--- config.mk ---
export PLATFORM = sky130hd
export DESIGN_NAME = if_fetch_stage
export DESIGN_NICKNAME = d
export VERILOG_FILES = /design/src/rtl/if_pkg.sv /design/src/rtl/if_hold_buf.sv /design/src/rtl/if_fetch_stage.sv
export SDC_FILE = /design/constraint.sdc
export NUM_CORES = 1
export LEC_CHECK = 0
export ABC_CLOCK_PERIOD_IN_PS = 3900
export CORE_UTILIZATION = 30
export CTS_BUF_LIST = sky130_fd_sc_hd__clkbuf_2 sky130_fd_sc_hd__clkbuf_4 sky130_fd_sc_hd__clkbuf_8
export CTS_CLUSTER_DIAMETER = 120
export CTS_CLUSTER_SIZE = 8
export DETAILED_ROUTE_END_ITERATION = 8
export GPL_TIMING_DRIVEN = 0
export HOLD_SLACK_MARGIN = 0.02
export SLEW_MARGIN = 0
export SYNTH_ARGS = -nofsm -noshare
export SYNTH_HDL_FRONTEND = slang
export SYNTH_SLANG_ARGS = --single-unit
--- constraint.sdc ---
create_clock -name clk -period 3.9 [get_ports clk]
set_clock_uncertainty 0.2 [all_clocks]
set_input_delay 0.78 -clock clk [delete_from_list [all_inputs] [get_ports clk]]
set_output_delay 0.78 -clock clk [all_outputs]
set_load 0.01 [all_outputs]
--- src/rtl/if_pkg.sv ---
// Shared types and default constants for the instruction-fetch stage.
package if_pkg;

    // FETCH: request outstanding at pc
    // HOLD : word captured under freeze, no request
    // DRAIN: request outstanding whose result will be thrown away
    typedef enum logic [1:0] {
        ST_FETCH = 2'd0,
        ST_HOLD  = 2'd1,
        ST_DRAIN = 2'd2
    } fetch_state_e;

    localparam int unsigned WIDTH_DEFAULT    = 32;
    localparam logic [31:0] RESET_PC_DEFAULT = 32'h0000_0000;
    localparam logic [31:0] INC_DEFAULT      = 32'd4;

endpackage

--- src/rtl/if_hold_buf.sv ---
// One-entry hold register for a word fetched while the pipeline is frozen.
module if_hold_buf #(
    parameter int unsigned WIDTH = 32
) (
    input  logic             clk,
    input  logic             rst,
    input  logic             load,
    input  logic             clear,
    input  logic [WIDTH-1:0] d,
    output logic [WIDTH-1:0] q
);

    logic [WIDTH-1:0] hold_q;
    logic [WIDTH-1:0] hold_d;

    // Load wins over clear; the controller never asserts both together.
    always_comb begin
        hold_d = hold_q;
        if (load) begin
            hold_d = d;
        end else if (clear) begin
            hold_d = '0;
        end
    end

    // Hold register with synchronous reset.
    always_ff @(posedge clk) begin
        if (rst) begin
            hold_q <= '0;
        end else begin
            hold_q <= hold_d;
        end
    end

    assign q = hold_q;

endmodule

--- src/rtl/if_fetch_stage.sv ---
// Instruction-fetch stage: owns the PC, talks req/ready to instruction
// memory, applies EXE redirects and ID freezes.
//
// state    | meaning
// ---------+-----------------------------------------------------------
// ST_FETCH | request at pc outstanding; word delivered when ready
// ST_HOLD  | word fetched under freeze is held and re-presented
// ST_DRAIN | redirect arrived mid-request; finish it, discard the word
module if_fetch_stage
    import if_pkg::*;
#(
    parameter int unsigned      WIDTH    = WIDTH_DEFAULT,
    parameter logic [WIDTH-1:0] RESET_PC = WIDTH'(RESET_PC_DEFAULT),
    parameter logic [WIDTH-1:0] INC      = WIDTH'(INC_DEFAULT)
) (
    input  logic             clk,
    input  logic             rst,
    input  logic             freeze,
    input  logic             branch_taken,
    input  logic [WIDTH-1:0] branch_addr,
    output logic             imem_req,
    output logic [WIDTH-1:0] imem_addr,
    input  logic             imem_ready,
    input  logic [WIDTH-1:0] imem_rdata,
    output logic [WIDTH-1:0] PC,
    output logic [WIDTH-1:0] Instruction,
    output logic             fetch_valid
);

    fetch_state_e     state_q, state_d;
    logic [WIDTH-1:0] pc_q, pc_d;
    logic [WIDTH-1:0] pending_q, pending_d;
    logic [WIDTH-1:0] pc_inc;
    logic [WIDTH-1:0] branch_tgt;
    logic [WIDTH-1:0] hold_word;
    logic             hold_load;
    logic             hold_clear;

    assign pc_inc     = pc_q + INC;
    // Instructions are word aligned, so the low two target bits are dropped.
    assign branch_tgt = branch_addr & ~WIDTH'(3);
    assign imem_addr  = pc_q;

    if_hold_buf #(
        .WIDTH (WIDTH)
    ) u_hold_buf (
        .clk   (clk),
        .rst   (rst),
        .load  (hold_load),
        .clear (hold_clear),
        .d     (imem_rdata),
        .q     (hold_word)
    );

    // Next-state, next-pc and redirect bookkeeping; a redirect always wins.
    always_comb begin
        state_d    = state_q;
        pc_d       = pc_q;
        pending_d  = pending_q;
        hold_load  = 1'b0;
        hold_clear = 1'b0;
        case (state_q)
            ST_FETCH: begin
                if (branch_taken) begin
                    if (imem_ready) begin
                        pc_d = branch_tgt;
                    end else begin
                        pending_d = branch_tgt;
                        state_d   = ST_DRAIN;
                    end
                end else if (imem_ready) begin
                    if (freeze) begin
                        hold_load = 1'b1;
                        state_d   = ST_HOLD;
                    end else begin
                        pc_d = pc_inc;
                    end
                end
            end
            ST_HOLD: begin
                if (branch_taken) begin
                    pc_d       = branch_tgt;
                    hold_clear = 1'b1;
                    state_d    = ST_FETCH;
                end else if (!freeze) begin
                    pc_d    = pc_inc;
                    state_d = ST_FETCH;
                end
            end
            ST_DRAIN: begin
                if (branch_taken) begin
                    pending_d = branch_tgt;
                    if (imem_ready) begin
                        pc_d    = branch_tgt;
                        state_d = ST_FETCH;
                    end
                end else if (imem_ready) begin
                    pc_d    = pending_q;
                    state_d = ST_FETCH;
                end
            end
            default: begin
                state_d = ST_FETCH;
            end
        endcase
    end

    // State, pc and pending-redirect registers.
    always_ff @(posedge clk) begin
        if (rst) begin
            state_q   <= ST_FETCH;
            pc_q      <= RESET_PC;
            pending_q <= '0;
        end else begin
            state_q   <= state_d;
            pc_q      <= pc_d;
            pending_q <= pending_d;
        end
    end

    // Memory request and delivered-instruction outputs; zeros when not valid.
    always_comb begin
        imem_req    = 1'b0;
        fetch_valid = 1'b0;
        PC          = '0;
        Instruction = '0;
        if (!rst) begin
            imem_req = (state_q != ST_HOLD);
            if (!branch_taken) begin
                if (state_q == ST_FETCH && imem_ready) begin
                    fetch_valid = 1'b1;
                    PC          = pc_inc;
                    Instruction = imem_rdata;
                end else if (state_q == ST_HOLD) begin
                    fetch_valid = 1'b1;
                    PC          = pc_inc;
                    Instruction = hold_word;
                end
            end
        end
    end

endmodule
==> reports/metrics.yaml, run 1 <==
ys_types: 71
fmax_ghz: 0.261
syn_nets: 1079
grt_pass1_vias: 8160
numPortBuffers: 162
rows: 56
dpl_worst_slack_ps: -1060
wire_per_inst_um: 21.2
cts_htree_levels: 3
grt_use_met1_pct: 34.9
fp.dieW_um: 156
die_h_um: 156
timing.rr.end: "imem_addr[10]"
ys.flop_type: "dfxtp_1"
core_sq_um: 23400
area_growth_pct: 33.6
share_comb_of_total_power_pct: 41.5
hold_path_depth: 2
setup_viol_count_final: 0
drtIter0Drc: 905
via_per_inst: 5.82
final_nets: 1258
path_clk_slew_ps: 90
clk_path_buf_depth: 2
grt_busiest_layer: "met2"
use_met2_pct: 39.7
period_share_pct: 98.4
synth_edf_count: 0
drt_wl_total_um: 32000
rrSetupSlack_ps: 550
status: "finished, final reports clean"
place_hpwl_um: 23100
antenna_left: 0
gp_congestion: 0.981
first_pass_iters: 6
diodes: 0
grt.total_usage_pct: 25.9
cap_viol_max_count: 0
dp.cells: 1487
clockPowerShare_pct: 22.3
r2r-start: "state_q[1]"
timing.final.ws_setup_ps: 61.6
p_switching_mw: 1.32
cts_tree: "built"
num_io_pins: 167
worst_slew_pin_slew_ps: 945
r2r_cells: 10
p_per_area_nw_per_um2: 332
final_hold_viol_count: 0
leakagePower_nw: 3.56
report.final.slew_viol_count: 0
grt_first_pass_wirelength_um: 48000
seqPwrFrac_pct: 36.1
worstSetupPathType: "primary input to output port"
antenna_found_initial: 0
grt-ovfl-total: 0
min_path_type: "register to register"
seq_area_frac_synth_pct: 26.8
clock-root-buffer: "clkbuf_8"
cts_sinks: 96
num_vias: 8788
min_from: "u_hold_buf.q[25]"
use_met3_pct: 5.98
p_sw_share_pct: 41.7
drc_errors: 0
cts_buffers: 9
grt_max_degree: 20
slew_headroom_pct: 36.8
die_area_sq_um: 24500
fin_crit_ps: 3840
insertion_delay_ps: 400
fin_util_pct: 40.9
fin_setup_tns_ps: 0
start_kind: "primary input"
worstPathMaxFanout: 19
synth_area_sq_um: 7160
async_reset_ff_share_pct: 0
grt_setup_unrepaired: "no"
ys_ff_latch: 96
final_layout_size_suffix_gt1_share_pct: 7.48
end_kind: "output port"
initial_core_util_pct: 30.6
yosys_warnings: 0
hold_end: "u_hold_buf.q[25]"
required_ps: 2920
p_int_mw: 1.85
instances_no_fill: 1509
ir_worst_vdd_mv: 0.160
arrival_ps: 2860
synth.avg_cell_area_sq_um: 7.12
syn_inst: 1006
==> how the worst max path moves through the flow <==
stage	to	from
after floorplan	PC[23]	imem_ready
after global placement	PC[27]	rst
after detailed placement	PC[23]	rst
after CTS	PC[25]	branch_taken
after global routing	PC[31]	imem_addr[13]
final	imem_req	rst
==> routing by layer <==
layer | up-vias | share of wire, %
met5 | - | 0
met4 | 0 | 3.6
met3 | 93 | 12
met2 | 550 | 44
met1 | 4140 | 41
li1 | 4005 | -
==> layout make-up <==
class / count / area, sq um
repair buffers: 170 / 1710
clock buffers: 9 / 124
plain buffers: 97 / 444
inverters: 18 / 72.6
multi-input cells: 793 / 4820
well taps: 319 / 399
fillers: 2495 / 13800
flip-flops and latches: 96 / 1930
clock inverters: 7 / 70.1
==> synthesized netlist by cell type, drive strengths merged, types with 7 or more instances <==
| library cell | n | area [sq um] |
|---|---|---|
| nand2 | 138 | 521 |
| a21oi | 100 | 500 |
| nor2 | 99 | 372 |
| dfxtp | 96 | 1920 |
| nand3 | 88 | 450 |
| clkbuf | 64 | 243 |
| mux2i | 63 | 631 |
| o21ai | 53 | 265 |
| buf | 35 | 159 |
| inv | 16 | 60.1 |
| nand4 | 16 | 121 |
| xnor2 | 15 | 131 |
| xor2 | 15 | 131 |
| o2bb2ai | 14 | 123 |
| a22oi | 13 | 97.6 |
| a31oi | 12 | 75.1 |
| and2 | 11 | 68.8 |
| o211ai | 9 | 67.6 |
| a211oi | 8 | 60.1 |
| nor3 | 8 | 56.3 |
| nor4 | 8 | 77.6 |
| o31ai | 8 | 60.1 |
| nor2b | 7 | 43.8 |
| o22ai | 7 | 43.8 |
==> flip-flops by register name (all words and copies together) (netlist names) <==
name and flops:
pending_q 30, state_q 2, u_hold_buf.q 32, imem_addr 32
==> power groups by stage <==
stage               logic (mW)  registers, mW  clock network, mW
CTS                       1.26           1.14              0.721
floorplan                0.728           1.16                  0
detailed placement        1.25           1.16                  0
global route              1.40           1.16              0.760
global placement          1.25           1.16                  0
finish                    1.32           1.15              0.709
==> critical path, cell delays in order <==
cell             delay (ps)
dlygate4sd2_1           350
clkbuf_1                540
clkbuf_2                570
nor2_1                  110
clkdlybuf4s50_1         500
==> layout by cell type, fill, tap and decap left out, types with 8 or more instances in the layout <==
cell type and count:
clkbuf_1 51, clkbuf_2 9, buf_2 18, a211oi_1 8
a22oi_1 13, xnor2_1 15, buf_1 10, clkbuf_8 11
buf_4 10, inv_1 16, mux2i_1 63, nor2_1 99
nand3_1 86, a31oi_1 12, nand4_1 14, and2_1 10
a21oi_1 100, o2bb2ai_1 14, nand2_1 136, o21ai_0 53
dlymetal6s2s_1 9, xor2_1 15, o211ai_1 9, o31ai_1 8
dfxtp_1 92, clkdlybuf4s50_1 150
==> logic make-up after synthesis <==
| kind of cell | synth area share [%] |
|---|---|
| AOI/OAI and AO/OA | 25.4 |
| buffers and inverters | 6.55 |
| adders and majority gates | 0.699 |
| muxes | 9.75 |
| DFF | 26.8 |
| xor gates and xnor gates | 3.67 |
| and+or+nand+nor | 27.0 |
==> stage by stage <==
step / power, mW / hold WS (ps) / instance area [sq um]
floorplan: 1.89 / 248 / 7160
global placement: 2.42 / 254 / 9180
detailed placement: 2.42 / 259 / 9180
CTS: 3.13 / 274 / 9470
global route: 3.32 / 291 / 9570
finish: 3.18 / 274 / 9570
==> repair_timing <==
item                                    4_1_cts  5_1_grt
pin swaps                                     3        2
hold buffers                                  0        0
endpoints found under the setup margin       64       44
gates cloned                                  0        0
buffers inserted                              6        2
gates resized for setup                      23       33
No activity file was read; power rests on OpenSTA's default activity.
==> inputs of run 2 (changes only) <==
--- a/config.mk
+++ b/config.mk
@@ -16,4 +16,5 @@
 export SLEW_MARGIN = 0
 export SYNTH_ARGS = -nofsm -noshare
 export SYNTH_HDL_FRONTEND = slang
+export SYNTH_HIERARCHICAL = 1
 export SYNTH_SLANG_ARGS = --single-unit
==> reports/metrics.yaml, run 2 <==
status: "finished, final reports clean"
period_share_pct: 98.2
leakagePower_nw: 3.88
synth.avg_cell_area_sq_um: 7.55
synth_top_area_share_pct: 25.0
insertion_delay_ps: 410
synth_common_cells: "nand2_1, nor2_1, dfxtp_1, a21oi_1, mux2i_1"
yosys-top-cells-area: "dfxtp_1, mux2i_1, o32ai_2"
fin_crit_ps: 3830
via_per_inst: 5.76
setup_viol_count_final: 0
synth_edf_count: 0
numPortBuffers: 162
synth_top_area_cell: "dfxtp_1"
worst_slew_pin_slew_ps: 1170
die_h_um: 162
final_nets: 1272
num_vias: 8840
report.final.slew_viol_count: 0
min_path_type: "register to register"
arrival_ps: 2850
die_area_sq_um: 26300
drc_errors: 0
diodes: 0
seq_area_frac_synth_pct: 25.0
p_per_area_nw_per_um2: 337
synth_area_sq_um: 7690
place_hpwl_um: 24600
grt-ovfl-total: 0
gp_congestion: 0.989
mostFrequentLayoutCells: "clkdlybuf4s50_1, nand2_1, nor2_1"
ys_ff_latch: 96
min_from: "imem_addr[0]"
drtIter0Drc: 1047
cts_htree_levels: 3
layout_commonest_cell: "clkdlybuf4s50_1"
antenna_left: 0
fin_util_pct: 40.1
crit_buf_inv: 4
cpPeakStageDelay_ps: 540
ys.flop_type: "dfxtp_1"
final_layout_size_suffix_gt1_share_pct: 13.1
wire_per_inst_um: 22.2
path_common_cell: "clkdlybuf4s50_1"
end_kind: "output port"
cap_viol_max_count: 0
yosys_warnings: 6
required_ps: 2920
final_hold_viol_count: 0
initial_core_util_pct: 30.5
grt.total_usage_pct: 25.4
drt_wl_total_um: 34100
syn_inst: 1018
num_io_pins: 167
instances_no_fill: 1534
fmax_ghz: 0.261
cp_slowest_cell: "clkdlybuf4s50_1"
ys_types: 79
cts_sinks: 96
clk_path_buf_depth: 2
async_reset_ff_share_pct: 0
worstSetupStartpoint: "rst"
rows: 58
cts_tree: "built"
clock-root-buffer: "clkbuf_8"
slew_headroom_pct: 21.9
path_cells: "clkdlybuf4s50_1 -> or2_4 -> or2_2 -> clkbuf_8 -> buf_4 -> nor2_1 -> clkdlybuf4s50_1"
core_sq_um: 25200
antenna_found_initial: 0
path_clk_slew_ps: 110
syn_nets: 1091
start_kind: "primary input"
grt_first_pass_wirelength_um: 50300
area_growth_pct: 31.3
first_pass_iters: 5
fp.dieW_um: 162
cts_buffers: 9
grt_max_degree: 20
worstSetupPathType: "primary input to output port"
r2r-start: "state_q[0]"
grt_pass1_vias: 8219
ir_worst_vdd_mv: 0.174
dp.cells: 1510
critPathTopFamily: "buffers and inverters"
worstPathMaxFanout: 10
yosysMostFrequentCell: "nand2_1"
-- run 2: final cells by class --
class,count,area [sq um]
tap,330,413
clock buffer,9,124
sequential,96,1930
clock inverter,7,66.3
buffer,98,567
multi-input combinational,769,5080
timing repair buffer,176,1740
fill,2613,15100
inverter,49,184
-- run 2: final timing paths --
| check | endpoint | slack, ps | cells past startpoint |
|---|---|---|---|
| setup / recovery | PC[27] | 70 | 7 |
| hold / removal | imem_addr[0] | 260 | 2 |
| hold reg to reg | imem_addr[0] | 260 | 2 |
| setup reg to reg | imem_addr[16] | 530 | 7 |
-- run 2: repair_timing --
| item | CTS | global route |
|---|---|---|
| endpoints found under the setup margin | 63 | 43 |
| buffers inserted | 0 | 14 |
| pin swaps | 1 | 5 |
| hold buffers | 0 | 0 |
| resized for setup | 35 | 26 |
-- run 2: metal layers --
layer	vias up	share of wire, %	track usage, %
met5	-	0	0
met4	0	4.1	12.8
met1	4206	43	34.3
li1	4018	-	-
met3	103	10	5.62
met2	513	43	37.8
-- run 2: per-stage QoR --
stage	hold WS (ps)	setup TNS, ps	area (sq um)	total power [mW]	setup slack, ps
floorplan	252	0	7690	2.04	607
global placement	245	-31540	9720	2.64	-792
detailed placement	243	-31890	9720	2.65	-838
CTS	260	0	9940	3.36	2.71
global route	296	-0.121	10100	3.53	-0.121
finish	259	0	10100	3.40	71.8
-- run 2: worst min-delay path, cell delays in order (launching register included) --
cell and delay [ps]:
dfxtp_1 330, inv_1 60, nor2_1 40
-- run 2: report_power, final --
part           total, mW  internal, mW  leakage, nW  switching [mW]
Sequential          1.18          1.07        0.784           0.113
Clock              0.724         0.253       0.0991           0.471
Combinational       1.50         0.589         3.00           0.906
Total               3.40          1.91         3.88            1.49
-- run 2: cells by family (layout without fill, tap and decap cells) --
| family | after synthesis | after routing | synth area share (%) |
|---|---|---|---|
| simple gates | 383 | 383 | 24.4 |
| compound gates | 283 | 283 | 27.9 |
| buf+inv | 153 | 339 | 9.49 |
| flops | 96 | 96 | 25.0 |
| mux | 70 | 70 | 9.24 |
| xor+xnor | 29 | 29 | 3.30 |
| fa+ha+maj | 4 | 4 | 0.651 |
